`src/rtl/gf163_seq_alu.sv`:
```
// gf163_seq_alu: digit-serial GF(2^163) multiply/square unit, f(x) = x^163 + x^7 + x^6 + x^3 + 1.
// Ports:
//   clk, rst            clock, asynchronous active-high reset
//   DA, DB              operands, captured on the start edge only
//   Mul_enable          start strobe, BP_OUT1 = DA*DB mod f (wins over SQA_opt)
//   SQA_opt             start strobe, BP_OUT2 = DA^2 mod f, SS_OUT = BP_OUT2 ^ DB
//   BP_OUT1/2, SS_OUT   result registers, written only in DONE
//   alu_done            one-cycle completion pulse
//   alu_busy            high from the start edge until alu_done deasserts
module gf163_seq_alu #(
  parameter int unsigned DIGIT = 4
) (
  input  logic         clk,
  input  logic         rst,
  input  logic [162:0] DA,
  input  logic [162:0] DB,
  input  logic         Mul_enable,
  input  logic         SQA_opt,
  output logic [162:0] BP_OUT1,
  output logic [162:0] BP_OUT2,
  output logic [162:0] SS_OUT,
  output logic         alu_done,
  output logic         alu_busy
);

  localparam int unsigned W     = 163;
  localparam int unsigned ITER  = (W + DIGIT - 1) / DIGIT;
  localparam int unsigned EXT_W = ITER * DIGIT;
  localparam int unsigned CNT_W = $clog2(ITER + 1);
  localparam int unsigned IDX_W = $clog2(EXT_W);
  // Low-order terms of x^163 mod f: x^7 + x^6 + x^3 + 1.
  localparam logic [W-1:0] RED  = W'(8'hC9);

  typedef enum logic [1:0] {IDLE, RUN, DONE} state_t;

  state_t             state;
  logic               op_mul;
  logic [W-1:0]       a_q;
  logic [W-1:0]       b_q;
  logic [W-1:0]       addend_q;
  logic [W-1:0]       acc;
  logic [CNT_W-1:0]   cnt;

  logic [EXT_W-1:0]   b_ext;
  logic [IDX_W-1:0]   digit_idx;
  logic [DIGIT-1:0]   digit;
  logic [W-1:0]       acc_next;

  // Multiply by x and fold x^163 back into the low terms.
  function automatic logic [W-1:0] mul_x(input logic [W-1:0] v);
    return {v[W-2:0], 1'b0} ^ (v[W-1] ? RED : '0);
  endfunction

  // One RUN step: Horner over the digit bits, MSB first, equals acc*x^DIGIT + A*d mod f.
  always_comb begin
    b_ext     = EXT_W'(b_q);
    digit_idx = (IDX_W'(ITER - 1) - IDX_W'(cnt)) * IDX_W'(DIGIT);
    digit     = b_ext[digit_idx +: DIGIT];
    acc_next  = acc;
    for (int j = int'(DIGIT) - 1; j >= 0; j--) begin
      acc_next = mul_x(acc_next) ^ (digit[j] ? a_q : '0);
    end
  end

  // Control FSM with registered results and handshake.
  always_ff @(posedge clk or posedge rst) begin
    if (rst) begin
      state    <= IDLE;
      op_mul   <= 1'b0;
      a_q      <= '0;
      b_q      <= '0;
      addend_q <= '0;
      acc      <= '0;
      cnt      <= '0;
      BP_OUT1  <= '0;
      BP_OUT2  <= '0;
      SS_OUT   <= '0;
      alu_done <= 1'b0;
      alu_busy <= 1'b0;
    end else begin
      case (state)
        IDLE: begin
          alu_done <= 1'b0;
          if (Mul_enable || SQA_opt) begin
            a_q      <= DA;
            b_q      <= Mul_enable ? DB : DA;
            addend_q <= DB;
            op_mul   <= Mul_enable;
            acc      <= '0;
            cnt      <= '0;
            alu_busy <= 1'b1;
            state    <= RUN;
          end else begin
            alu_busy <= 1'b0;
          end
        end
        RUN: begin
          acc <= acc_next;
          cnt <= cnt + CNT_W'(1);
          if (cnt == CNT_W'(ITER - 1)) state <= DONE;
        end
        DONE: begin
          if (op_mul) begin
            BP_OUT1 <= acc;
          end else begin
            BP_OUT2 <= acc;
            SS_OUT  <= acc ^ addend_q;
          end
          // Busy stays high through the done pulse; IDLE drops it unless restarted.
          alu_done <= 1'b1;
          state    <= IDLE;
        end
        default: state <= IDLE;
      endcase
    end
  end

endmodule

```
`config.mk`:
```
export PLATFORM = sky130hd
export DESIGN_NAME = gf163_seq_alu
export DESIGN_NICKNAME = d
export VERILOG_FILES = /design/src/rtl/gf163_seq_alu.sv
export SDC_FILE = /design/constraint.sdc
export NUM_CORES = 2
export LEC_CHECK = 0
export BUFFER_PORTS_ARGS = -buffer_cell sky130_fd_sc_hd__buf_2
export CORE_UTILIZATION = 45
export CTS_CLUSTER_DIAMETER = 100
export DETAILED_ROUTE_END_ITERATION = 10
export PLACE_DENSITY = 0.65
export SETUP_SLACK_MARGIN = 0.1
export SLEW_MARGIN = 20
export SYNTH_ARGS = -nofsm -noshare
export SYNTH_HDL_FRONTEND = slang
export SYNTH_SLANG_ARGS = --single-unit
```
`constraint.sdc`:
```
create_clock -name clk -period 45.5 [get_ports clk]
set_clock_uncertainty 0.05 [all_clocks]
set_input_delay 6.825 -clock clk [delete_from_list [all_inputs] [get_ports clk]]
set_output_delay 6.825 -clock clk [all_outputs]
set_load 0.005 [all_outputs]
```
==> metrics.md <==
| Metric | Value |
|---|---|
| Largest net degree at the start of global routing | 233 |
| Worst path cell trace | buf_8, o21ai_4, buf_4, buf_4, buf_4, o21ai_0 |
| Library cells used by synthesis | 54 |
| Largest fanout on the critical path | 105 |
| Die Footprint | 0.124 mm² |
| Clk Latency, worst-skew pair | 740 ps |
| FFs w/ async S/R, synth | 100% |
| Total length of routed wires | 158 mm |
| Hpwl dp | 109 mm |
| Port Buf Inserts | 820 |
| Residual DRC | 0 |
| Root buf cell | clkbuf_16 |
| Fin nets | 6580 |
| Unrepaired setup endpoints after global routing | false |
| Setup repair bufs after CTS | 0 |
| Critical Path RT | 46020 ps |
| WL/cell | 19.8 µm |
| FP Rows | 128 |
| Psw | 1.75 mW |
| Setup TNS | 0 ps |
| Min Tclk post-route | 9610 ps |
| Endpoint, Worst Hold | b_q[31] |
| Place WS | 35050 ps |
| Critical Path AT | 10130 ps |
| CTS H-tree depth | 4 |
| Cell mode on critical path | buf_4 |
| Worst min path class | reg2reg |
| First-pass GRT wire length | 246 mm |
| Post-layout power | 4.49 mW |
| Int Pwr | 2.74 mW |
| Kind of critical path | in2reg |
| Pre-Repair DR Iteration Count | 5 |
| Pwr/cell area | 69.1 mW/mm² |
| EDFF count, synth | 0 |
| Flops & latches, synth | 1152 |
| Fmax | 104 MHz |
| Worst-path clk slew | 60 ps |
| Cells on worst reg2reg path | 13 |
| RD Place Congestion | 0.846 |
| Clk sinks | 1152 |
| Worst setup path start | Mul_enable |
| Clock tree from TritonCTS | built |
| Worst setup EP type | register |
| Post-CTS Hold Buffers | 0 |
| Slowest CP cell | buf_4 |
| Top FF cell, synth | dfrtp_1 |
| Maximum vdd drop | 0.0000650 V |
| Syn Nets | 5920 |
| Worst R2R End | acc[94] |
| TritonCTS Buffers | 130 |
| Post-CTS sizing | 0 |
| Hold Crit Start | b_q[31] |
| Initial antenna violation count | 50 |
| Avg Inst Size Synth | 9.89 µm² |
| Die Width | 352 µm |
| Hold Violations, Final | 0 |
| GR Overflow Total | 0 |
| Cell family with the largest share of critical-path delay | buffers and inverters |
| Vias in the first global route | 40900 |
| Die Span Y | 352 µm |
| Detail Route Antenna Nets | 0 |
| Initial drt markers | 3192 |
| Fill count | 10900 |
| WP buf/inv | 4 |
| Fin util | 53.3% |
| Leakage power | 32.0 nW |
| GR Util All Layers | 25.3% |
| Final period utilization | 21.1% |
| Clock power share | 23.4% |
| Seq pwr share | 33.9% |
| Core area | 0.122 mm² |
| Total of warnings raised by yosys | 0 |
| Max Cap Viol | 0 |
| Critical path startpoint category | primary input |
| Post-Synthesis Cells | 5588 |
| Worst Hold Slack | 423 ps |
| R2r setup slk | 39260 ps |
| Worst-case clock buffer depth | 3 |
| IO Count | 821 |
| Via count | 41200 |
| Slew margin rel. | 19.4% |
| Area growth, synth to finish | 17.5% |
| Seq/Total Area, Yosys | 52.1% |
| # setup viols final | 0 |
| Worst path max stage delay | 920 ps |
| Slew Viols, Final | 0 |
| Hold Path Stages | 2 |
| Reg2reg start | cnt[0] |
| Vias per cell | 5.15 |
| Final WS setup | 35890 ps |
| Cell area after synthesis | 0.0553 mm² |
| Layout cells sized above 1 | 22.8% |
| Starting Density | 45.4% |
| Logic gate share of total power | 42.6% |
| Status | complete, no violations |
| Sw Ratio | 39.1% |
| Worst-Margin Slew | 1210 ps |
## synth_stat cells, types with 2 or more instances
library cell / instances / area (µm²)
a211o_1: 2 / 17.5
a21oi_1: 165 / 826
a221oi_1: 3 / 26.3
a22o_1: 6 / 52.6
a32oi_1: 4 / 35.0
and2_1: 2 / 12.5
and3_1: 2 / 12.5
buf_1: 19 / 71.3
buf_2: 42 / 210
buf_4: 4 / 30.0
buf_6: 2 / 22.5
clkbuf_1: 279 / 1050
dfrtp_1: 1152 / 28800
ha_1: 2 / 25.0
inv_1: 3 / 11.3
mux2_2: 330 / 3720
mux2i_1: 174 / 1740
mux4_1: 3 / 78.8
mux4_2: 39 / 878
nand2_1: 1815 / 6810
nand2b_1: 3 / 18.8
nand3_1: 166 / 831
nand3b_1: 3 / 22.5
nand4_1: 3 / 18.8
nor2_1: 172 / 646
nor2b_1: 5 / 31.3
nor3_1: 2 / 10.0
nor4_1: 2 / 12.5
o211ai_1: 2 / 15.0
o21a_1: 2 / 15.0
o21ai_0: 227 / 1140
o21ai_1: 107 / 536
or3_1: 2 / 12.5
xnor2_1: 654 / 5730
xnor2_2: 2 / 32.5
xnor3_1: 6 / 135
xor2_1: 165 / 1450
## cell families (layout without fill, tap and decap cells)
logic type,Yosys count,count (layout),synth area share (%)
simple gates,2183,2183,15.4
flops,1152,1152,52.1
xor+xnor,828,828,13.3
mux,546,546,11.6
compound gates,528,528,5.02
buf+inv,349,1100,2.52
fa+ha+maj,2,2,0.0453
other cells,0,39,0
## cell type report
cell class	instances	area, µm²	share of cell area [%]
Clock buffer	195	3810	5.87
Tap cell	1625	2030	3.13
Antenna cell	39	97.6	0.150
Clock inverter	28	410	0.632
Sequential cell	1152	28800	44.4
Multi-Input combinational cell	4087	25100	38.7
Inverter	3	18.8	0.0289
Timing Repair Buffer	874	4630	7.13
## power groups by stage
stage	clock (mW)	combinational, mW	sequential (mW)
floorplan	0	1.60	1.40
global route	1.11	2.12	1.55
detailed placement	0	1.92	1.54
global placement	0	1.88	1.54
CTS	1.07	1.94	1.53
finish	1.05	1.91	1.52
## worst reg2reg max path: stages (launching register included)
cell and delay [ps]:
dfrtp_4 800, inv_1 320, ha_4 560, buf_4 540
mux4_2 410, mux2i_1 160, a221oi_1 480, a22o_4 680
buf_4 670, buf_4 750, nand2_1 220, xnor2_1 250
xnor2_1 180, o21ai_1 80
## metrics by stage
stage,cell area [µm²],std cells
floorplan,55300,5588
global placement,60600,7739
detailed placement,60600,7739
CTS,64800,7962
global route,65000,8001
finish,65000,8003
## worst max-delay path by stage
stage,endpoint,cells after the start
floorplan,BP_OUT1[0],1
global placement,b_q[72],6
detailed placement,b_q[76],6
CTS,b_q[95],6
global route,BP_OUT1[50],5
finish,b_q[98],6
## cell usage in the layout, fill, tap and decap left out, types with 3 or more instances in the layout
cell        netlist  layout
xnor2_1         654     654
mux2i_1         174     174
xor2_1          165     165
nand2_1        1815    1815
dfrtp_1        1152    1151
a22o_1            6       4
nor2_1          172     171
buf_2            42     819
o21ai_1         107     106
a21oi_1         165     165
mux4_2           39      39
diode_2           0      39
xnor3_1           6       6
o21ai_0         227     227
clkinvlp_4        0       3
nand3_1         166     166
nand4_1           3       3
nand3b_1          3       3
clkbuf_1        279      38
a221oi_1          3       3
nor2b_1           5       5
mux2_2          330     330
clkbuf_16         0     134
clkinv_2          0      11
a32oi_1           4       4
clkbuf_8          0      23
buf_12            0       5
bufinv_16         0       9
mux4_1            3       3
buf_4             4      45
## registers in the layout (all words and copies together), names as in the netlist
signal,cells
op_mul,1
b_q,163
BP_OUT1,163
alu_done,1
BP_OUT2,163
alu_busy,1
a_q,163
state,2
acc,163
cnt,6
addend_q,163
SS_OUT,163
## routing by layer
layer  track usage (%)  share of wire, %  up-vias
li1                  -                 -    19500
met1              32.6                42    20300
met2              41.9                49     1088
met3              4.35               4.9      295
met4              10.8               3.6       14
met5                 0             0.056        -
Power figures use the tool's default switching activity.
